===== src/rtl/serial_subtractor.sv =====
// serial_subtractor
//   Bit-serial unsigned subtractor: difference = a - b - borrow_in, computed
//   LSB first, one bit per clock, over WIDTH cycles. A start/busy/done
//   handshake controls it. The result is held until the next accepted start.
//
//   Optional feature macro: SUBTRACTOR_OVERFLOW_EN adds the overflow_o port,
//   which reports signed overflow of the subtraction.
//
//   Ports:
//     clk_i         rising-edge clock
//     rst_ni        asynchronous active-low reset
//     start_i       request, sampled only while not busy (IDLE or DONE)
//     a_i, b_i      minuend / subtrahend, captured on the accepting edge
//     borrow_in_i   initial borrow, captured on the accepting edge
//     busy_o        high while bits are being processed
//     done_o        one-cycle pulse when the result becomes valid
//     difference_o  result, held until the next accepted start
//     borrow_out_o  final borrow (a < b + borrow_in)
//     overflow_o    signed overflow (only with SUBTRACTOR_OVERFLOW_EN)
module serial_subtractor #(
  parameter int WIDTH = 6
) (
  input  logic             clk_i,
  input  logic             rst_ni,
  input  logic             start_i,
  input  logic [WIDTH-1:0] a_i,
  input  logic [WIDTH-1:0] b_i,
  input  logic             borrow_in_i,
  output logic             busy_o,
  output logic             done_o,
  output logic [WIDTH-1:0] difference_o,
  output logic             borrow_out_o
`ifdef SUBTRACTOR_OVERFLOW_EN
  ,
  output logic             overflow_o
`else
`endif
);

  localparam int CNT_W = (WIDTH > 1) ? $clog2(WIDTH) : 1;
  localparam logic [CNT_W-1:0] LAST_BIT = CNT_W'(WIDTH - 1);

  typedef enum logic [1:0] {
    IDLE  = 2'd0,
    SHIFT = 2'd1,
    DONE  = 2'd2
  } state_t;

  state_t           state_q, state_d;
  logic [CNT_W-1:0] cnt_q, cnt_d;
  logic [WIDTH-1:0] a_q, a_d;
  logic [WIDTH-1:0] b_q, b_d;
  logic             br_q, br_d;
  logic [WIDTH-1:0] res_q, res_d;
  logic [WIDTH-1:0] diff_q, diff_d;
  logic             bo_q, bo_d;
`ifdef SUBTRACTOR_OVERFLOW_EN
  logic             ov_q, ov_d;
`else
`endif

  // Current bit slice: operands are shifted right, so bit 0 is always the
  // bit being processed this cycle.
  logic bit_a, bit_b, d_bit, br_next;
  assign bit_a   = a_q[0];
  assign bit_b   = b_q[0];
  assign d_bit   = bit_a ^ bit_b ^ br_q;
  assign br_next = (~bit_a & bit_b) | (~(bit_a ^ bit_b) & br_q);

  always_comb begin
    state_d = state_q;
    cnt_d   = cnt_q;
    a_d     = a_q;
    b_d     = b_q;
    br_d    = br_q;
    res_d   = res_q;
    diff_d  = diff_q;
    bo_d    = bo_q;
`ifdef SUBTRACTOR_OVERFLOW_EN
    ov_d    = ov_q;
`else
`endif
    case (state_q)
      // DONE accepts a new request exactly like IDLE for back-to-back use.
      IDLE, DONE: begin
        state_d = IDLE;
        if (start_i) begin
          state_d = SHIFT;
          a_d     = a_i;
          b_d     = b_i;
          br_d    = borrow_in_i;
          cnt_d   = '0;
        end
      end
      SHIFT: begin
        a_d   = {1'b0, a_q[WIDTH-1:1]};
        b_d   = {1'b0, b_q[WIDTH-1:1]};
        br_d  = br_next;
        // Result bits enter from the MSB side so that after WIDTH shifts
        // bit 0 has landed in position 0.
        res_d = {d_bit, res_q[WIDTH-1:1]};
        cnt_d = cnt_q + CNT_W'(1);
        if (cnt_q == LAST_BIT) begin
          state_d = DONE;
          diff_d  = {d_bit, res_q[WIDTH-1:1]};
          bo_d    = br_next;
`ifdef SUBTRACTOR_OVERFLOW_EN
          // On the last bit, bit_a/bit_b are the operand sign bits and
          // d_bit is the result sign bit.
          ov_d    = (bit_a != bit_b) && (d_bit != bit_a);
`else
`endif
        end
      end
      default: state_d = IDLE;
    endcase
  end

  always_ff @(posedge clk_i or negedge rst_ni) begin
    if (!rst_ni) begin
      state_q <= IDLE;
      cnt_q   <= '0;
      a_q     <= '0;
      b_q     <= '0;
      br_q    <= 1'b0;
      res_q   <= '0;
      diff_q  <= '0;
      bo_q    <= 1'b0;
`ifdef SUBTRACTOR_OVERFLOW_EN
      ov_q    <= 1'b0;
`else
`endif
    end else begin
      state_q <= state_d;
      cnt_q   <= cnt_d;
      a_q     <= a_d;
      b_q     <= b_d;
      br_q    <= br_d;
      res_q   <= res_d;
      diff_q  <= diff_d;
      bo_q    <= bo_d;
`ifdef SUBTRACTOR_OVERFLOW_EN
      ov_q    <= ov_d;
`else
`endif
    end
  end

  // Status outputs are pure decodes of the state register.
  assign busy_o       = (state_q == SHIFT);
  assign done_o       = (state_q == DONE);
  assign difference_o = diff_q;
  assign borrow_out_o = bo_q;
`ifdef SUBTRACTOR_OVERFLOW_EN
  assign overflow_o   = ov_q;
`else
`endif

endmodule


===== config.mk =====
export PLATFORM = sky130hd
export DESIGN_NAME = serial_subtractor
export DESIGN_NICKNAME = d
export VERILOG_FILES = /design/src/rtl/serial_subtractor.sv
export SDC_FILE = /design/constraint.sdc
export NUM_CORES = 1
export LEC_CHECK = 0
export ABC_AREA = 1
export BUFFER_PORTS_ARGS = -buffer_cell sky130_fd_sc_hd__buf_2
export CORE_ASPECT_RATIO = 1.5
export CORE_MARGIN = 2
export CORE_UTILIZATION = 25
export CTS_BUF_LIST = sky130_fd_sc_hd__clkbuf_16
export DETAILED_ROUTE_END_ITERATION = 10
export PLACE_DENSITY_LB_ADDON = 0.15
export SLEW_MARGIN = 20
export SYNTH_ARGS = -nofsm -noshare
export SYNTH_HDL_FRONTEND = slang
export SYNTH_SLANG_ARGS = --single-unit

===== constraint.sdc =====
create_clock -name clk_i -period 2.05 [get_ports clk_i]
set_input_delay 0.1025 -clock clk_i [delete_from_list [all_inputs] [get_ports clk_i]]
set_output_delay 0.1025 -clock clk_i [all_outputs]
set_load 0.01 [all_outputs]

# --- After elaboration in Yosys (flattened, before gate mapping) ---
# Index checks and enable logic that the tools add are counted.
classes:
  add_sub_neg: 1
  eq_ne: 5
  mux: 11
  n_bitwise: 7
  reduce_logical: 5
op_table:
  columns: ["operator", "count"]
  rows:
  - ["6-bit case mux with 2 select lines", 2]
  - ["6-bit 2-to-1 mux", 2]
  - ["3-bit case mux with 2 select lines", 1]
  - ["2-bit case mux with 2 select lines", 1]
  - ["2-bit AND reduction", 2]
  - ["3-bit by 1-bit adder with 3-bit output, second input constant", 1]
  - ["3-bit == test, second input constant", 1]
  - ["3-bit 2-to-1 mux", 1]
  - ["1-bit bitwise AND", 2]
  - ["2-bit by 1-bit == test with 1-bit output, second input constant", 1]
  - ["2-bit == test, second input constant", 1]
  - ["2-bit logical NOT", 1]
  - ["1-bit 2-to-1 mux", 2]
  - ["2-bit 2-to-1 mux", 1]
  - ["2-bit by 1-bit inequality test with 1-bit output, second input constant", 1]
  - ["2-bit inequality test, second input constant", 1]
  - ["1-bit NOT", 2]
  - ["1-bit case mux with 2 select lines", 1]
  - ["2-bit nonzero test", 1]
  - ["2-bit OR reduction", 1]
  - ["1-bit XOR", 2]
  - ["1-bit bitwise OR", 1]
totals:
  register_bits: 31
  input_bits: 16
  output_inout_bits: 9

# --- Depth between registers and ports, before layout ---
# Gate-level depths: netlist (run 1).
depth:
  depth_word: 5
  mapped_depth: 8
  depth_no_buf: 8

# --- Worst setup path before layout (run 1) ---
# Ideal clock, no wire load.
synth_path:
  path_kind: "register to register"
  startpoint: "register a_q[0]"
  endpoint: "register res_q[5]"
  setup_ps: 76
  arrival_time_ps: 1061
  path_slack_ps: 912
  path_stages_with_launch: 4
  period_less_slack_ps: 1138
  path_cell_list: "dfrtp_1 fa_1 inv_1 o21ai_1"
synth_via:
  elab_chain_cells: 2
synth_rtl:
  columns: ["element", "line", "text"]
  rows:
  - ["start: declaration", "51", "logic [WIDTH-1:0] a_q, a_d;"]
  - ["start signal: assignment", "123", "a_q <= '0;"]
  - ["start signal: assignment", "136", "a_q <= a_d;"]
  - ["1-bit XOR (2 in series)", "67", "assign d_bit = bit_a ^ bit_b ^ br_q;"]
  - ["via d_bit", "64", "logic bit_a, bit_b, d_bit, br_next;"]
  - ["end signal: assignment", "139", "res_q <= res_d;"]
  - ["end: declaration", "54", "logic [WIDTH-1:0] res_q, res_d;"]
# The timed path passes the listed nets, and every way through them passes these cells.
# A chain may end at the register's enable or synchronous reset.

# --- Worst setup path after layout (run 1) ---
layout_path:
  startpoint: "register state_q[0]"
  endpoint: "register b_q[3]"
layout_via:
  elab_chain_cells: 4
layout_rtl:
  columns: ["element", "line", "text"]
  rows:
  - ["start: declaration", "49", "state_t state_q, state_d;"]
  - ["start signal: assignment", "134", "state_q <= state_d;"]
  - ["2-bit == test / 2-bit logical NOT (equally long branches)", "83", "case (state_q)"]
  - ["2-bit OR reduction", "83", null]
  - ["2-bit inequality test (no line) / 2-bit nonzero test (equally long branches)", null, null]
  - ["2-bit AND reduction (no line)", null, null]
  - ["end signal: assignment", "124", "b_q <= '0;"]
  - ["end signal: assignment", "137", "b_q <= b_d;"]
  - ["end: declaration", "52", "logic [WIDTH-1:0] b_q, b_d;"]
# Several ways; a longest one is shown, not always the timed one.

==> metrics, run 1 <==
Max-Cap Viols=0; power per cell area=1690 mW/mm²; sequential share of power=between 30% and 40%; worst skew pair latency=0.27 ns; Leak=0.988 nW; antenna cells=0; crit path buf inv count=2; Crit Path Class=reg2reg; Final setup viols=0; P&R area growth vs syn=21.5%; Worst Path Arrival=1.75 ns; CP startpoint=state_q[0]$_DFFE_PN0P_; EDFF count, synth=0; cell taking the most area after synthesis=dfrtp_1; drt wl/cell=11.4 µm; Post-Syn Instances=178; Internal Pwr Total=1.77 mW; Cell Count Post-Placement=268; final global-route overflow total=0; Sw Ratio=about two fifths; list of most frequent post-synthesis cells=nand2_1, inv_1, dfrtp_1; drt drc=0; die area=0.00645 mm²; Place WS=0.524 ns; r2r worst-path depth=6; Top Metal Used=met4; antenna viol nets, final=0; Num CTS Buffers=5; Crit path required time=2.26 ns; area occupied by multi-input gates=507 µm²; I/O Pins=25; post-route minimum period=1.54 ns; Worst IR Drop VDD=around 0.53 mV; met3 WL=around 160 µm; drt first pass iters=4; pins over their slew limit=0; largest cells by area after synthesis=dfrtp_1, nand2_1, inv_1; root buffer cell=clkbuf_16; routed length on met2=1540 µm; final WL=3150 µm; Critical Path Fanout Max=16; Crit path depth=6; Max clock buf depth=2; vias in the first global route=1147; hpwl dp=2170 µm; layout filler cell count=650; Port Buffer Count=24; Design Area, Final=0.00177 mm²; Final Hold Viols=0; Clock power frac=23.3%; Synth top area share=between 50% and 60%; top cell family by delay on the critical path=flip-flops; reg2reg end=b_q[3]$_DFFE_PN0P_; gpl congestion=0.731; startpoint type of the worst setup path=flip-flop; die height=about 100 µm; pin count of the biggest net entering global routing=31; Critical Path End Type=flip-flop; P_sw=1.20 mW; Slew HR=52.5%; setup TNS=0 ns; initial antenna violation count=0; core area=0.00570 mm²; R2R setup slack=0.51 ns; fin crit share=74.9%; Starting Density=25.5%; Ys Warns=0; final worst setup slack=approximately 0.5 ns; achievable frequency=651 MHz; Syn Std Cell Area=0.00145 mm²; Layout Nets=223; RR Startpoint=state_q[0]$_DFFE_PN0P_; slowest stage delay, CP=0.59 ns; DP Area=0.00162 mm²; Post-Syn Nets=197; Async SR Flop Fraction=100%; Tot GR Track Use=11.1%; outcome=completed; most frequent cell after synthesis=nand2_1; Distinct cells, synth=17; FP Rows=34; layout cells sized above 1=22.4%; Clock Sinks=30; CTS HTree Levels=2; RSZ-0062 raised after global routing=no; register area=751 µm²; Worst Tran Pin Value=0.712 ns; ys flop type=dfrtp_1; CP max stage cell=dfrtp_1; Clock Skew=0.00408 ns; M1 wire length=1390 µm; worst hold path type=in2reg; DR vias/cell=4.05; Syn Area/Cell=8.16 µm²; critical path's most frequent cell=nand2_1; width of the die=66.2 µm; Cell Count, Final, Fillers Out=277; Clock transition at path regs=roughly 0.05 ns; Comb power frac=40.5%; worst-path cell chain=inv_2, nand2_1, nand2_2, inv_2, nand2_1, nand2_1; post-CTS sizing=0; CP endpoint=b_q[3]$_DFFE_PN0P_; Vias=approximately 1100; first-pass GRT wire length=approximately 5500 µm; Iter 0 DRT Violations=29; CTS tree=yes; register area share after synthesis=51.7%; Yosys reg bits=30
layer usage:
layer	up-vias	GRT usage, %
met5	-	0
met3	6	3.82
met1	511	13.9
met2	20	17.3
met4	0	4.71
li1	584	-
worst min path at each step:
stage                       from                   end  slack [ns]  depth (start not counted)
after floorplan           rst_ni    a_q[0]$_DFFE_PN0P_       -0.19                          0
after global placement    rst_ni  cnt_q[1]$_DFFE_PN0P_        0.20                          1
after detailed placement  rst_ni  cnt_q[0]$_DFFE_PN0P_        0.20                          1
after CTS                 b_i[5]    b_q[5]$_DFFE_PN0P_        0.05                          3
after global routing      a_i[5]    a_q[5]$_DFFE_PN0P_        0.06                          3
final                     b_i[5]    b_q[5]$_DFFE_PN0P_        0.05                          3
placed cells by master, fill, tap and decap left out:
cell type,n
a21oi_1,1
buf_2,24
buf_4,1
clkbuf_16,5
clkinv_1,1
clkinv_2,1
dfrtp_1,30
dlygate4sd3_1,1
fa_1,1
ha_1,2
inv_1,33
inv_2,6
nand2_1,55
nand2_2,2
nand3_1,22
nor2_1,2
nor2_4,1
o21ai_1,10
o21ai_2,6
or2_1,1
registers in the layout (all words and copies together) (netlist names):
register	flops
br_q	1
state_q	2
borrow_out_o	1
cnt_q	3
difference_o	6
b_q	6
a_q	6
res_q	5
worst reg2reg max path, cell delays in order, from the launching register on:
cell and delay [ns]:
dfrtp_1 0.59, inv_2 0.11, nand2_1 0.15, nand2_2 0.23, inv_2 0.24, nand2_1 0.09, nand2_1 0.07
cell type report:
| class | count | share of cell area (%) |
|---|---|---|
| sequential | 30 | 42.5 |
| tap | 72 | 5.10 |
| multi-input combinational | 103 | 28.7 |
| clock buffer | 5 | 7.09 |
| timing repair buffer | 26 | 7.80 |
| inverter | 38 | 8.08 |
| clock inverter | 3 | 0.709 |
stage by stage:
stage          utilization, %  total power, mW  hold WS, ns
2_1_floorplan               -             2.03       -0.193
3_3_place_gp             28.4             2.33        0.200
3_5_place_dp             28.4             2.32        0.201
4_1_cts                  31.0             3.04       0.0518
5_1_grt                  31.0             3.29       0.0551
6_report                 31.0             2.98       0.0498
timing repair:
action,4_1_cts,5_1_grt
hold buffers,1,0
endpoints found under the hold margin,30,0
setup buffers,0,0
kinds of logic after synthesis:
| logic type | count (synthesis) | synth area share, % |
|---|---|---|
| buffers and inverters | 45 | 13.4 |
| flip-flops | 30 | 51.7 |
| AND/OR/NAND/NOR | 83 | 24.4 |
| AO/OA/AOI/OAI | 17 | 7.41 |
| adder cells (fa/ha/maj) | 3 | 3.10 |
power groups by stage:
| stage | Combinational [mW] | Clock, mW | Sequential [mW] |
|---|---|---|---|
| floorplan | 0.980 | 0 | 1.05 |
| global placement | 1.24 | 0 | 1.08 |
| detailed placement | 1.24 | 0 | 1.08 |
| CTS | 1.24 | 0.708 | 1.08 |
| global route | 1.44 | 0.733 | 1.12 |
| finish | 1.20 | 0.692 | 1.08 |
Power figures use the tool's default switching activity.
==> inputs of run 2 (changes only) <==
Settings changed: ABC_AREA 1 to 0.
Clock period 2.05 ns to 1.5 ns, I/O delays scaled along.
==> run 2 against run 1 <==
  * Design area grew 0.35%
  * Largest cell class unchanged
  * Cell count shrank 16%
  * Hold slack better by 0.037 ns
  * First-iteration DRC count rose by 110%
  * Wire length down 5.9%
==> metrics, run 2 <==
worst-path cell chain=buf_4, nor2b_1, buf_2; Hold Path End=a_q[0]$_DFFE_PN0P_; Clock Sinks=30 (unchanged); RR Startpoint=cnt_q[0]$_DFFE_PN0P_; Comb power frac=36.2% (-4.3 points); Worst Path Arrival=1.33 ns (-0.42 ns); outcome=completed; width of the die=65.8 µm (-0.61%); DR vias/cell=4.56 (+13%); Final Hold Viols=0 (unchanged); Starting Density=26.1% (+0.63 points); Crit Path Class=reg2out; Critical Path End Type=output pin; achievable frequency=approximately 710 MHz; Worst Tran Pin Value=0.700 ns (-0.0123 ns); cell taking the most area after synthesis=dfrtp_1; layout filler cell count=557 (-14%); drt first pass iters=4 (unchanged); Max-Cap Viols=0 (unchanged); Crit path required time=1.42 ns (-0.84 ns); Slew HR=53.4% (+0.82 points); register area=751 µm² (unchanged); Layout Nets=183 (-18%); Port Buffer Count=24 (unchanged); area occupied by multi-input gates=613 µm² (+21%); final global-route overflow total=0 (unchanged); Internal Pwr Total=2.43 mW (+37%); register area share after synthesis=52.4% (+0.68 points); sequential share of power=39.7% (+3.4 points); ys flop type=dfrtp_1; die area=0.00637 mm² (-1.2%); Critical Path Fanout Max=22 (+6); Async SR Flop Fraction=100% (unchanged); Iter 0 DRT Violations=60 (+110%); drt wl/cell=12.7 µm (+12%); worst skew pair latency=0.27 ns (about the same); hold wc startpoint=a_i[0]; power per cell area=2110 mW/mm² (+25%); antenna viol nets, final=0 (unchanged); FP Rows=33 (-2.9%); CP startpoint=state_q[0]$_DFFE_PN0P_; list of most frequent post-synthesis cells=dfrtp_1, nand2_1, a21oi_1, mux2i_1, nor2b_1; fin crit share=93.7%; Synth top area share=52.4% (+0.68 points); Clock power frac=24.1% (+0.8 points); RSZ-0062 raised after global routing=no; initial antenna violation count=0 (unchanged); P_sw=1.31 mW (+8.7%); Worst IR Drop VDD=0.650 mV (+23%); first-pass GRT wire length=5050 µm (-7.8%); r2r worst-path depth=3 (-3); core area=0.00549 mm² (-3.7%); Place WS=0.170 ns (-0.354 ns); worst hold path type=in2reg; startpoint type of the worst setup path=flip-flop; CP max stage cell=dfrtp_1; Syn Area/Cell=10.5 µm² (+29%); slowest stage delay, CP=0.52 ns (-0.07 ns); hpwl dp=2050 µm (-5.8%); Vias=1062 (-5.3%); Clock transition at path regs=0.05 ns (about the same); Ys Warns=0 (unchanged); CTS HTree Levels=2 (unchanged); CTS tree=yes; Hold Path Depth=3 (unchanged); pin count of the biggest net entering global routing=31 (unchanged); setup TNS=0 ns (unchanged); Leak=0.827 nW (-16%); Sw Ratio=35.0% (-5.5 points); reg2reg end=difference_o[0]$_DFFE_PN0P_; Syn Std Cell Area=0.00143 mm² (-1.3%); Max clock buf depth=2 (unchanged); largest cells by area after synthesis=dfrtp_1, mux2i_1, nand2_1; die height=96.8 µm (-0.62%); pins over their slew limit=0 (unchanged); most frequent cells in the layout=dfrtp_1, buf_2, nand2_1; Final setup viols=0 (unchanged); drt drc=0 (unchanged); root buffer cell=clkbuf_16; most frequent cell after synthesis=dfrtp_1; Post-Syn Nets=155 (-21%); antenna cells=0 (unchanged); final WL=2970 µm (-5.9%); Clock Skew=0.00350 ns (-0.000584 ns); I/O Pins=25 (unchanged); post-route minimum period=1.41 ns; Yosys reg bits=30 (unchanged); Distinct cells, synth=23 (+6); vias in the first global route=1093 (-4.7%); P&R area growth vs syn=23.6%; Tot GR Track Use=10.2% (-0.94 points); final worst setup slack=0.0938 ns (-0.420 ns); Num CTS Buffers=5 (unchanged); layout cells sized above 1=25.8% (+3.3 points); EDFF count, synth=0 (unchanged); commonest non-fill, non-tap cell in the layout=dfrtp_1; gpl congestion=0.667 (-8.7%); Post-Syn Instances=136 (-24%); R2R setup slack=0.17 ns (-0.34 ns)
run 2: cell count changes in the layout (fill, tap and decap cells not counted), sizes merged, moves of 9 or more:
cell and change:
mux2i +9, nand2 -35, nand3 -19, nor2b +9, o21ai -11, inv -32
run 2: repair_timing:
item / 4_1_cts / 5_1_grt
pin swaps: 0 / 0
hold buffers: 1 / 0
endpoints found under the hold margin: 30 / 0
buffers inserted: 0 / 0
endpoints found under the setup margin: 1 / 1
gates resized for setup: 1 / 1
run 2: kinds of logic after synthesis:
family | count (synthesis) | synth area share [%]
buffers and inverters | 16 | 5.06
XOR/XNOR | 2 | 1.22
flip-flops | 30 | 52.4
multiplexers | 15 | 11.0
AO/OA/AOI/OAI | 29 | 12.6
adder cells (fa/ha/maj) | 3 | 3.14
AND/OR/NAND/NOR | 41 | 14.7
run 2: final cells by class:
type / instances / area share [%]
Clock buffer: 5 / 7.06
Clock inverter: 1 / 0.212
Inverter: 8 / 1.77
Multi-Input combinational cell: 90 / 34.6
Sequential cell: 30 / 42.4
Tap cell: 70 / 4.94
Timing Repair Buffer: 29 / 9.04
run 2: layer usage:
layer	part of all wire, %	track usage, %	vias to the layer above
met4	1.6	3.37	0
met5	0	0	-
met3	5.5	3.84	5
met2	47	16.1	29
li1	-	-	513
met1	45	12.7	515
run 2: how the worst max path moves through the flow:
stage / end / slack (ns) / cells after the start
after floorplan: difference_o[5]$_DFFE_PN0P_ / 0.25 / 2
after global routing: done_o / 0.04 / 3
after CTS: busy_o / 0.06 / 3
after global placement: difference_o[5]$_DFFE_PN0P_ / 0.19 / 2
final: done_o / 0.09 / 3
after detailed placement: b_q[3]$_DFFE_PN0P_ / 0.17 / 4
run 2: power by group through the flow:
| stage | sequential [mW] | combinational [mW] | clock [mW] |
|---|---|---|---|
| global placement | 1.49 | 1.34 | 0 |
| detailed placement | 1.50 | 1.36 | 0 |
| finish | 1.49 | 1.35 | 0.901 |
| CTS | 1.49 | 1.38 | 0.928 |
| global route | 1.54 | 1.55 | 0.969 |
| floorplan | 1.45 | 0.995 | 0 |
run 2: critical path, delay by kind of cell, from the launching register on:
family	cells	cell delay (ns)
AND/OR/NAND/NOR	1	0.08
buffers and inverters	2	0.45
flip-flops	1	0.52
run 2: through the flow:
step | area [µm²] | cells | util [%] | hold WS, ns | total power, mW
after detailed placement | 1630 | 226 | 29.7 | 0.166 | 2.86
after floorplan | 1430 | 136 | - | -0.221 | 2.44
final | 1770 | 233 | 32.3 | 0.0869 | 3.74
after global routing | 1770 | 233 | 32.3 | 0.0949 | 4.06
after global placement | 1630 | 226 | 29.7 | 0.160 | 2.83
after CTS | 1770 | 233 | 32.2 | 0.0840 | 3.80
